[src/rtl/mul_csv_arb.sv]
// mul_csv_arb: round-robin arbiter feeding one shared carry-save multiplier
// through a stallable result pipeline.
module mul_csv #(
  parameter int widthX = 8,
  parameter int widthY = 8,
  parameter int speed  = 2
) (
  input  logic [widthX-1:0]        i_xs,
  input  logic [widthX-1:0]        i_xc,
  input  logic [widthY-1:0]        i_y,
  output logic [widthX+widthY-1:0] o_ps,
  output logic [widthX+widthY-1:0] o_pc
);
  localparam int PW = widthX + widthY;
  // Fast form keeps XS*Y and XC*Y as the two redundant vectors and skips the adder.
  if (speed >= 2) begin : g_fast
    assign o_ps = PW'(i_xs) * PW'(i_y);
    assign o_pc = PW'(i_xc) * PW'(i_y);
  end else begin : g_small
    logic [widthX-1:0] w_x;
    assign w_x  = i_xs + i_xc;
    assign o_ps = PW'(w_x) * PW'(i_y);
    assign o_pc = '0;
  end
endmodule

module mul_csv_arb #(
  parameter int numReq = 4,
  parameter int widthX = 8,
  parameter int widthY = 8,
  parameter int speed  = 2,
  parameter int stages = 2,
  localparam int IW = (numReq > 1) ? $clog2(numReq) : 1,
  localparam int PW = widthX + widthY
) (
  input  logic                     clk_i,
  input  logic                     rst_ni,
  input  logic [numReq-1:0]        req_valid_i,
  output logic [numReq-1:0]        req_ready_o,
  input  logic [numReq*widthX-1:0] req_xs_i,
  input  logic [numReq*widthX-1:0] req_xc_i,
  input  logic [numReq*widthY-1:0] req_y_i,
  output logic                     res_valid_o,
  input  logic                     res_ready_i,
  output logic [PW-1:0]            res_ps_o,
  output logic [PW-1:0]            res_pc_o,
  output logic [IW-1:0]            res_id_o,
  output logic                     res_ovf_o,
  output logic                     busy_o
);
  logic [IW-1:0]     r_rr;
  logic [IW-1:0]     w_idx;
  logic [IW-1:0]     w_j;
  logic [numReq-1:0] w_grant;
  logic              w_stall;
  logic              w_acc;
  logic              w_ovf;
  logic [widthX-1:0] w_xs;
  logic [widthX-1:0] w_xc;
  logic [widthY-1:0] w_y;
  logic [PW-1:0]     w_ps;
  logic [PW-1:0]     w_pc;
  logic              r_vld [stages];
  logic [PW-1:0]     r_ps  [stages];
  logic [PW-1:0]     r_pc  [stages];
  logic [IW-1:0]     r_id  [stages];
  logic              r_ovf [stages];
  // Scan from the far end so the requester nearest to r_rr overwrites the rest.
  always_comb begin
    w_idx = '0;
    w_j   = '0;
    for (int i = numReq - 1; i >= 0; i--) begin
      w_j = IW'((int'(r_rr) + i) % numReq);
      if (req_valid_i[w_j]) w_idx = w_j;
    end
  end
  assign w_grant     = req_valid_i[w_idx] ? (numReq'(1) << w_idx) : '0;
  assign w_stall     = res_valid_o & ~res_ready_i;
  assign req_ready_o = w_grant & {numReq{~w_stall & rst_ni}};
  assign w_acc       = |req_ready_o;
  assign w_xs        = req_xs_i[w_idx*widthX +: widthX];
  assign w_xc        = req_xc_i[w_idx*widthX +: widthX];
  assign w_y         = req_y_i[w_idx*widthY +: widthY];
  assign w_ovf       = widthX'(w_xs + w_xc) < w_xs;
  mul_csv #(.widthX(widthX), .widthY(widthY), .speed(speed)) u_mul (
    .i_xs(w_xs), .i_xc(w_xc), .i_y(w_y), .o_ps(w_ps), .o_pc(w_pc)
  );
  always_ff @(posedge clk_i or negedge rst_ni) begin
    if (!rst_ni) begin
      r_rr <= '0;
      for (int s = 0; s < stages; s++) begin
        r_vld[s] <= 1'b0;
        r_ps[s]  <= '0;
        r_pc[s]  <= '0;
        r_id[s]  <= '0;
        r_ovf[s] <= 1'b0;
      end
    end else if (!w_stall) begin
      if (w_acc) r_rr <= (w_idx == IW'(numReq - 1)) ? '0 : w_idx + 1'b1;
      r_vld[0] <= w_acc;
      r_ps[0]  <= w_ps;
      r_pc[0]  <= w_pc;
      r_id[0]  <= w_idx;
      r_ovf[0] <= w_ovf;
      for (int s = 1; s < stages; s++) begin
        r_vld[s] <= r_vld[s-1];
        r_ps[s]  <= r_ps[s-1];
        r_pc[s]  <= r_pc[s-1];
        r_id[s]  <= r_id[s-1];
        r_ovf[s] <= r_ovf[s-1];
      end
    end
  end
  always_comb begin
    busy_o = 1'b0;
    for (int s = 0; s < stages; s++) busy_o = busy_o | r_vld[s];
  end
  assign res_valid_o = r_vld[stages-1];
  assign res_ps_o    = r_ps[stages-1];
  assign res_pc_o    = r_pc[stages-1];
  assign res_id_o    = r_id[stages-1];
  assign res_ovf_o   = r_ovf[stages-1];
endmodule

[config.mk]
export PLATFORM = sky130hd
export DESIGN_NAME = mul_csv_arb
export DESIGN_NICKNAME = d
export VERILOG_FILES = /design/src/rtl/mul_csv_arb.sv
export SDC_FILE = /design/constraint.sdc
export NUM_CORES = 1
export LEC_CHECK = 0
export BUFFER_PORTS_ARGS = -buffer_cell sky130_fd_sc_hd__buf_2
export CELL_PAD_IN_SITES_DETAIL_PLACEMENT = 0
export CELL_PAD_IN_SITES_GLOBAL_PLACEMENT = 2
export CORE_ASPECT_RATIO = 2
export CORE_MARGIN = 2
export CORE_UTILIZATION = 33
export DETAILED_ROUTE_END_ITERATION = 16
export PLACE_DENSITY_LB_ADDON = 0.08
export SYNTH_ARGS = -nofsm -noshare
export SYNTH_HDL_FRONTEND = slang
export SYNTH_HIERARCHICAL = 1
export SYNTH_SLANG_ARGS = --single-unit
export TNS_END_PERCENT = 1
[constraint.sdc]
create_clock -name clk_i -period 6.55 [get_ports clk_i]
set_input_delay 0.3275 -clock clk_i [delete_from_list [all_inputs] [get_ports clk_i]]
set_output_delay 0.3275 -clock clk_i [all_outputs]
set_load 0.05 [all_outputs]
After elaboration in Yosys (flattened, before gate mapping)
Cells that the tools add are included.

Register bits: 74. Input port bits: 103. Output and inout port bits: 41.

Equality and inequality tests: 1. $add $sub $neg: 5. Magnitude comparators: 6. Bitwise gates (word level): 6. Shift operators: 4. Multiplexer cells: 16. Multiply operators: 2. Reductions and logical operators: 2.

Operators with widths (count): indexed part select 32 x 6 -> 8 bit (3); multiplier 8 x 8 -> 16 bit (2); less-than comparator 2 x 3 -> 1 bit, second input constant (5); binary-select mux 1 bit (select 2 bit) (5); two-way mux 2 bit (5); adder 8 bit (1); less-than comparator 8 bit (1); two-way mux 1 bit (5); adder 2 x 1 -> 2 bit, second input constant (2); adder 2 bit, second input constant (2); bitwise AND 4 bit (1); two-way mux 4 bit (1); OR reduction 4 bit (1); left shift 1 x 2 -> 4 bit, first input constant (1); bitwise AND 1 bit (2); equality test 2 bit, second input constant (1); NOT 1 bit (2); AND reduction 2 bit (1); bitwise OR 1 bit (1).

Logic depth before layout (Yosys ltp)
Gate-level depths: netlist of run 1.

Word-level depth: 13. Gate-level depth with buffers: 26. Mapped depth without buffers: 25.

Hierarchy
Netlist of run 1, hierarchy kept.

Modules (own cells, without submodules): mul_csv_arb (seq. area each 1851.8 µm², cells each 430, times used 1, area each 4385.5 µm²); mul_csv (seq. area each 0.0 µm², cells each 496, times used 1, area each 4242.8 µm²).

Worst setup path before layout of run 1
OpenSTA, ideal clock, no wires.

Path kind: in2reg. Start: in req_valid_i[2]. End: reg r_pc[31] (netlist bit). Stages: 24. Arrival time: 6132 ps. Slack: 293 ps. Setup time: 125 ps. Path buffers: 3. Path through: nor2b_1 -> a21o_1 -> a211oi_4 -> clkbuf_1 -> clkbuf_1 -> nand2_1 -> a31oi_1 -> clkbuf_1 -> nand2_1 -> fa_1 -> fa_1 -> inv_1 -> fa_1 -> inv_1 -> fa_1 -> inv_1 -> ha_1 -> nand2_1 -> o21bai_1 -> a31oi_1 -> o22a_2 -> and4_4 -> a211oi_2 -> mux2_2.

Longest elaborated chain between the ends: 8. Elaborated cells on any way between the ends: 15.

RTL lines: start, declared (RTL line 38) `input logic [numReq-1:0] req_valid_i,`; binary-select mux 1 bit (select 2 bit) (RTL line 74) `if (req_valid_i[w_j]) w_idx = w_j;`; two-way mux 1 bit (implied by the code) (RTL line 74); two-way mux 2 bit (3 in a row) (RTL line 74); two-way mux 2 bit * (RTL line 74); net w_idx[0] (RTL line 52) `logic [IW-1:0] w_idx;`; indexed part select 32 x 6 -> 8 bit * (RTL line 83) `assign w_y = req_y_i[w_idx*widthY +: widthY];`; net w_y[7] (RTL line 60) `logic [widthY-1:0] w_y;`; multiplier 8 x 8 -> 16 bit * (RTL line 18) `assign o_pc = PW'(i_xc) * PW'(i_y);`; net w_pc[15] (RTL line 62) `logic [PW-1:0] w_pc;`; end signal, assigned by index (RTL line 108) `r_pc[s] <= r_pc[s-1];`; end, declared (RTL line 65) `logic [PW-1:0] r_pc [stages];`.

The timed path passes the listed nets; every way through them passes the cells marked *. The select of a mux whose other input is x is not followed. A chain may end at the register's enable or synchronous reset.

Worst setup path after layout of run 1
Start: reg r_rr[0]. End: reg r_pc[31] (netlist bit).

Longest elaborated chain between the ends: 9. Elaborated cells on any way between the ends: 18.

RTL lines: start, declared (RTL line 51) `logic [IW-1:0] r_rr;`; start signal, assigned (RTL line 99) `if (w_acc) r_rr <= (w_idx == IW'(numReq - 1)) ? '0 : w_idx + 1'b1;`; adder 2 bit (RTL line 73) `w_j = IW'((int'(r_rr) + i) % numReq);`; binary-select mux 1 bit (select 2 bit) (RTL line 74); two-way mux 1 bit (implied by the code) (RTL line 74); two-way mux 2 bit (3 in a row) (RTL line 74); two-way mux 2 bit * (RTL line 74); indexed part select 32 x 6 -> 8 bit * (RTL line 83); net w_y[4] (RTL line 60); multiplier 8 x 8 -> 16 bit * (RTL line 18); net w_pc[15] (RTL line 62).

Marked as above.

==> run metrics, run 1 <==
RSZ-0062 raised after global routing=no; vias in the first global route=7,194; Routed Antenna Nets=0; Max clock buf depth=2; Worst-Skew Late Latency=0.34 ns; core box area=25,700 um^2; Clock Tree Root=clkbuf_16; Arr. time, crit path=6.34 ns; worst slew pin tran=0.891 ns; Detail Placement HPWL=17,700 um; Max-slew headroom=0.406; Setup Crit Path Kind=flop to flop; antenna violations before repair=0; drt wl/cell=15.2 um; first-pass GRT wire length=35,700 um; CTS tree=done; share of layout cells above drive strength 1=0.263; H-tree Lvls=3; Ys Warns=6; sequential area share after synthesis=0.215; vias=6,484; number of clock sinks=74; pin count of the biggest net entering global routing=71; PortBufs=143; period utilization=0.933; count leader, synth=inv_1; area of the die=27,500 um^2; delay of the slowest critical-path stage=0.53 ns; multi-input logic area=5950 um^2; FP Rows=83; max cap viols=0; chip width=118 um; # diodes=0; Reg area=1850 um^2; Die Height=233 um; highest clock rate=164 MHz; Worst Hold Class=input pin to flop; Post-synth EDFFs=0; Final nets=1,310; DR DRC count=0; TritonRoute pass-1 iters=6; Synth top cells by count=inv_1, nand2_1, and2_1; Syn Nets=1,189; synthesized flop and latch total=74; Slowest cell on crit path=fa_1; Fin Clk Skew=0.00908 ns; Synth area leader=dfrtp_1; Area contributors post-synth=dfrtp_1, fa_1, ha_1; CP dominant cell by count=fa_1; cell area after synthesis=8630 um^2; Top FF cell, synth=dfrtp_1; FILL cells=2,694; total negative slack=0 ns; critical-path cell list=nand2b_1 -> a21oi_1 -> a211oi_4 -> inv_4 -> buf_4 -> nand2_1 -> a31oi_1 -> buf_12 -> nand2_1 -> fa_1 -> fa_1 -> inv_1 -> fa_1 -> inv_1 -> fa_1 -> inv_1 -> ha_1 -> nand2_1 -> o21bai_1 -> a31oi_1 -> o22a_2 -> and4_4 -> a211oi_2 -> mux2_2; Netlist cell types=59; All-Layer GR Usage=0.162; Final Wtd Congestion=0.787; Vias/cell=4.66; Critical Path Fanout Max=40; Starting Density=0.336; Yosys top cell area share=0.215; # setup viols final=0; post-cts repair resize count=0; IO Pins=144; 1st-iter DRT viols=148; area grow syn2layout=16.0%; Tmin final=6.11 ns; syn_area_per_cell=9.32 um^2; Cells after Synth=926; status=complete, no violations; Final Hold Vio Count=0; Critical Path End Type=flop; clock buffer count from CTS=9; crit start category=flop; GR Overflow Total=0; async set or reset register ratio after synthesis=1.00; clock slew at reported path FFs=0.06 ns; Critical Path RT=6.78 ns; fin. max-slew vios=0; WL final=21,100 um
[what timing repair did]
action / 4_1_cts / 5_1_grt
buffers inserted: 0 / 0
endpoints found under the hold margin: 22 / 0
hold buffers: 1 / 0
[cell usage in the layout (no fill, tap or decap), types with 19 or more instances in the layout]
master	n
a21oi_1	19
buf_4	30
ha_1	87
dfrtp_1	74
buf_2	142
inv_1	120
xnor2_1	21
and2_1	108
nand2_1	117
fa_1	73
mux2_2	72
[logic make-up (layout without fill, tap and decap cells)]
logic type,count (synthesis),after routing,synth area share
adders and majority gates,160,160,0.296
DFF,74,74,0.215
muxes,87,87,0.113
and+or+nand+nor,299,299,0.179
AOI/OAI and AO/OA,93,93,0.0756
buffers and inverters,187,313,0.0966
xor gates and xnor gates,26,26,0.0264
[worst max-delay path, delay by kind of cell, from the launching register on]
kind | cells | cell delay [ns]
compound gates | 7 | 1.34
fa+ha+maj | 5 | 2.45
buf+inv | 6 | 0.90
flops | 1 | 0.40
mux | 1 | 0.26
simple gates | 5 | 0.61
[stage by stage]
stage | instance area, um^2 | hold slack, ns | util | cells | setup slack [ns]
finish | 10000 | 0.301 | 0.390 | 1392 | 0.438
global route | 10000 | 0.342 | 0.390 | 1392 | 0.0121
CTS | 10000 | 0.286 | 0.390 | 1392 | 0.357
detailed placement | 9680 | 0.251 | 0.377 | 1375 | 0.311
global placement | 9680 | 0.245 | 0.377 | 1375 | 0.328
floorplan | 8630 | 0.0319 | - | 926 | 0.293
[path summary, 6_finish.rpt]
check,endpoint,start,slack (ns),cells after the start
min reg2reg,r_ovf[1],r_ovf[1],0.47,2
max reg2reg,r_pc[31],r_rr[0],0.44,24
min in group asynchronous,res_ps_o[10],rst_ni,0.44,2
min,r_id[2],res_ready_i,0.30,4
max,r_pc[31],r_rr[0],0.44,24
max in group asynchronous,res_pc_o[14],rst_ni,5.10,3
[per-layer routing]
layer / up-vias / GRT usage / wire length [um]
met4: 0 / 0.0508 / 406
met1: 3100 / 0.171 / 8140
met2: 151 / 0.325 / 11800
li1: 3218 / - / -
met3: 15 / 0.0238 / 778
met5: - / 0 / 0
[flip-flops by register name, indices dropped and copies added, names as in the netlist]
signal       cells
res_pc_o        16
r_ps            16
res_id_o         2
r_rr             2
r_pc            16
res_ps_o        16
r_ovf            1
res_ovf_o        1
r_vld            1
r_id             2
res_valid_o      1
[final cells by class]
type                    instances  share of cell area
clock buffers                  10              0.0229
inverters                     121              0.0456
multi-input cells             665               0.595
well taps                     340              0.0425
clock inverters                 6             0.00900
flip-flops and latches         74               0.185
repair buffers                176               0.100
Power of run 1 is left out: the tool's default activity adds up to more than one toggle a clock period on the data nets, which glitch-free logic cannot reach.
==> inputs of run 2 (changes only) <==
REMOVE_ABC_BUFFERS = 1   (was unset)
==> run metrics, run 2 (synthesized netlist as in run 1, its figures left out) <==
Placed Instance Area=9660 um^2 (-0.18%); Arr. time, crit path=6.35 ns (about the same); max cap viols=0 (unchanged); Fin Clk Skew=0.0131 ns (+0.00404 ns); Starting Density=0.336 (unchanged); clock slew at reported path FFs=0.07 ns (about the same); FP Rows=83 (unchanged); period utilization=0.932 (-0.000949); fin. max-slew vios=0 (unchanged); crit start category=flop; Worst Hold Class=input pin to flop; clock buffer count from CTS=9 (unchanged); highest clock rate=164 MHz (+0.10%); Setup Buffers After CTS=0 (unchanged); vias in the first global route=7,275 (+1.1%); multi-input logic area=5950 um^2 (unchanged); area grow syn2layout=15.7%; area of the die=27,500 um^2 (unchanged); 1st-iter DRT viols=192 (+30%); delay of the slowest critical-path stage=0.54 ns (about the same); Vias/cell=4.75 (+2.0%); Critical Path RT=6.80 ns (+0.02 ns); worst path buffer plus inverter count=5 (-1); Reg area=1850 um^2 (unchanged); Slowest cell on crit path=fa_1; share of layout cells above drive strength 1=0.258 (-0.00540); number of clock sinks=74 (unchanged); Max clock buf depth=2 (unchanged); PortBufs=143 (unchanged); Final nets=1,301 (-0.69%); chip width=118 um (unchanged); post-route cell area=9980 um^2 (-0.30%); Worst-Skew Late Latency=0.36 ns (+0.02 ns); drt wl/cell=15.5 um (+2.2%); CTS tree=done; DR DRC count=0 (unchanged); most frequent cells in the layout=buf_2, inv_1, nand2_1; # diodes=0 (unchanged); Detail Placement HPWL=17,600 um (-0.27%); Final Hold Vio Count=0 (unchanged); WL final=21,500 um (+1.6%); Routed Antenna Nets=0 (unchanged); status=complete, no violations; core box area=25,700 um^2 (unchanged); critical-path cell list=nor2b_1 -> a21o_1 -> a211oi_4 -> buf_12 -> mux2_2 -> inv_1 -> nand2_1 -> fa_1 -> fa_1 -> inv_1 -> fa_1 -> inv_1 -> fa_1 -> inv_1 -> ha_1 -> nand2_1 -> o21bai_1 -> a31oi_1 -> o22a_2 -> and4_4 -> a211oi_2 -> mux2_2; Tmin final=6.11 ns (-0.00622 ns); GR Overflow Total=0 (unchanged); antenna violations before repair=0 (unchanged); IO Pins=144 (unchanged); first-pass GRT wire length=35,600 um (-0.27%); RSZ-0062 raised after global routing=no; Setup Crit Path Kind=flop to flop; most common cell after layout, fill and taps aside=buf_2; Critical Path End Type=flop; H-tree Lvls=3 (unchanged); FILL cells=2,761 (+2.5%); Max-slew headroom=0.506 (+0.101); worst slew pin tran=0.740 ns (-0.151 ns); pin count of the biggest net entering global routing=57 (-20%); final core utilization=0.389 (-0.00117); cell family with most CP delay=adder cells; Clock Tree Root=clkbuf_16; # setup viols final=0 (unchanged); Critical Path Fanout Max=43 (+7.5%); Final Wtd Congestion=0.784 (-0.34%); vias=6,574 (+1.4%); TritonRoute pass-1 iters=4 (-2); Die Height=233 um (unchanged); All-Layer GR Usage=0.166 (+0.00306)
[run 2: cell types whose count changed in the layout (fill, tap and decap cells not counted), sizes merged]
cell	delta
buf	-9
clkinv	+1
bufinv	-1
[run 2: worst reg2reg max path, delay by kind of cell, from the launching register on]
| family | cells | cell delay, ns |
|---|---|---|
| AOI/OAI and AO/OA | 6 | 1.28 |
| adders and majority gates | 5 | 2.45 |
| buffers and inverters | 5 | 0.71 |
| DFF | 1 | 0.37 |
| muxes | 2 | 0.68 |
| and+or+nand+nor | 4 | 0.50 |
[run 2: cell type report]
cell class	instances	area share
multi-input combinational	665	0.596
sequential	74	0.186
timing repair buffer	167	0.0990
inverter	121	0.0460
tap	340	0.0426
clock buffer	10	0.0239
clock inverter	6	0.00652
[run 2: routing by layer]
layer  track usage  vias up  part of all wire
met1         0.160     3205              0.37
li1              -     3211                 -
met5             0        -                 0
met3        0.0262       30             0.031
met4        0.0651        0             0.026
met2         0.339      128              0.57
[run 2: through the flow]
stage,worst slack [ns],instances,TNS (ns),hold slack (ns)
finish,0.444,1383,0,0.378
global route,0.0340,1383,0,0.407
CTS,0.359,1383,0,0.372
detailed placement,0.308,1366,0,0.249
global placement,0.341,1366,0,0.251
floorplan,-0.0369,860,-0.0369,0.0319
[run 2: worst paths after layout]
path	from	to	slack, ns	cells after the start
worst max register to register	r_rr[0]	r_pc[31]	0.44	22
max in group asynchronous	rst_ni	r_pc[31]	5.16	3
worst min register to register	r_id[3]	r_id[3]	0.48	2
worst min-delay path	res_ready_i	r_id[3]	0.38	4
min in group asynchronous	rst_ni	r_ps[28]	0.40	2
worst max-delay path	r_rr[0]	r_pc[31]	0.44	22
[run 2: repair_timing]
action	CTS	global route
resized for setup	0	1
hold buffers	1	0
endpoints found under the setup margin	0	1
endpoints found under the hold margin	20	0
Power of run 2 is left out for the same reason.
==> inputs of run 3 (changes only) <==
clock period = 5.35 ns   (was 6.55 ns; I/O delays follow)
==> run metrics, run 3 (synthesized netlist as in run 1, its figures left out) <==
fin worst setup slack=-0.221 ns (-0.665 ns); DR DRC count=0 (unchanged); area grow syn2layout=35.4%; Worst-Skew Late Latency=0.37 ns (about the same); Detail Placement HPWL=18,900 um (+6.8%); Vias/cell=4.65 (-2.2%); violated checks=negative setup slack; share of layout cells above drive strength 1=0.416 (+0.158); WL final=23,200 um (+8.0%); Critical Path Fanout Max=11 (-74%); TritonRoute pass-1 iters=4 (unchanged); worst path buffer plus inverter count=8 (+3); Fin Hold WS=0.318 ns (-0.0599 ns); Critical Path End Type=flop; antenna violations before repair=0 (unchanged); Die Height=233 um (unchanged); post-route cell area=11,700 um^2 (+17%); period utilization=1.04 (+0.109); Tmin final=5.57 ns (-0.535 ns); status=finished, violations left; Max-slew headroom=0.498 (-0.00875); worst slew pin tran=0.754 ns (+0.0131 ns); CP dominant cell by count=fa_1; max cap viols=0 (unchanged); Placed Instance Area=10,500 um^2 (+8.4%); drt wl/cell=15.1 um (-2.6%); Final Wtd Congestion=0.824 (+5.1%); IO Pins=144 (unchanged); FILL cells=2,550 (-7.6%); Fin Clk Skew=0.0174 ns (+0.00430 ns); most common cell after layout, fill and taps aside=buf_2; core box area=25,700 um^2 (unchanged); Starting Density=0.336 (unchanged); Slowest cell on crit path=fa_1; GR Overflow Total=0 (unchanged); Routed Antenna Nets=0 (unchanged); pin count of the biggest net entering global routing=59 (+3.5%); vias=7,125 (+8.4%); H-tree Lvls=3 (unchanged); Worst Hold Class=input pin to flop; RSZ-0062 raised after global routing=yes; chip width=118 um (unchanged); number of clock sinks=74 (unchanged); Arr. time, crit path=5.83 ns (-0.52 ns); crit start category=flop; dpl ws=-0.648 ns (-0.956 ns); clock slew at reported path FFs=0.07 ns (about the same); # diodes=0 (unchanged); first-pass GRT wire length=38,700 um (+8.8%); Clock Tree Root=clkbuf_16; PortBufs=143 (unchanged); clock buffer count from CTS=9 (unchanged); Setup Crit Path Kind=flop to flop; cell family with most CP delay=adder cells; Critical Path RT=5.60 ns (-1.20 ns); area of the die=27,500 um^2 (unchanged); CTS tree=done; # setup viols final=10 (+10); vias in the first global route=7,894 (+8.5%); All-Layer GR Usage=0.180 (+0.0142); highest clock rate=180 MHz (+9.6%); delay of the slowest critical-path stage=0.55 ns (about the same); most frequent cells in the layout=buf_2, buf_4, inv_1; FP Rows=83 (unchanged); Max clock buf depth=2 (unchanged); Final Hold Vio Count=0 (unchanged); Final nets=1,451 (+12%); 1st-iter DRT viols=108 (-44%); fin. max-slew vios=0 (unchanged)
==> run 3: cell types whose count changed in the layout (fill, tap and decap cells not counted), sizes merged <==
cell           change
buf              +148
bufinv             +1
clkbuf             +1
clkdlybuf4s15      +1
clkinv             -3
clkinvlp           +1
inv                +1
==> run 3: area by class of cell <==
class | instances | area, um^2 | area share
clock buffer | 11 | 253 | 0.0216
inverter | 121 | 472 | 0.0404
tap | 340 | 425 | 0.0364
multi-input combinational | 665 | 6320 | 0.541
timing repair inverter | 1 | 11.3 | 0.000964
sequential | 74 | 1850 | 0.159
clock inverter | 5 | 83.8 | 0.00717
timing repair buffer | 316 | 2270 | 0.194
==> run 3: path summary, 6_finish.rpt <==
kind	from	to	slack [ns]	cells past startpoint
worst max-delay path	r_rr[0]	r_pc[29]	-0.22	25
worst min-delay path	res_ready_i	r_ovf[1]	0.32	4
worst max register to register	r_rr[0]	r_pc[29]	-0.22	25
worst min register to register	r_id[3]	r_id[3]	0.48	2
max in group asynchronous	rst_ni	r_pc[27]	3.97	3
min in group asynchronous	rst_ni	r_ps[28]	0.34	2
==> run 3: worst min-delay path, cell delays in order <==
cell,delay (ns)
buf_2,0.10
nor2b_4,0.11
nand2_1,0.10
o31ai_1,0.06
==> run 3: what timing repair did <==
action | in CTS | in global routing
resized for setup | 119 | 14
endpoints found under the setup margin | 16 | 16
endpoints found under the hold margin | 20 | 0
cloned | 5 | 0
hold buffers | 1 | 0
pin swaps | 65 | 11
setup buffers | 32 | 2
==> run 3: metal layers <==
metal / share of wire / track usage / up-vias
li1: - / - / 3525
met2: 0.58 / 0.369 / 124
met4: 0.032 / 0.0734 / 0
met3: 0.031 / 0.0297 / 38
met1: 0.35 / 0.171 / 3438
met5: 0 / 0 / -
==> run 3: per-stage QoR <==
step                cells  setup TNS, ns  utilization
floorplan             860         -15.30            -
detailed placement   1479          -7.74        0.408
finish               1533          -1.26        0.456
global route         1533          -4.33        0.456
CTS                  1531          -1.24        0.452
global placement     1479          -7.03        0.408
Power of run 3 is left out for the same reason.
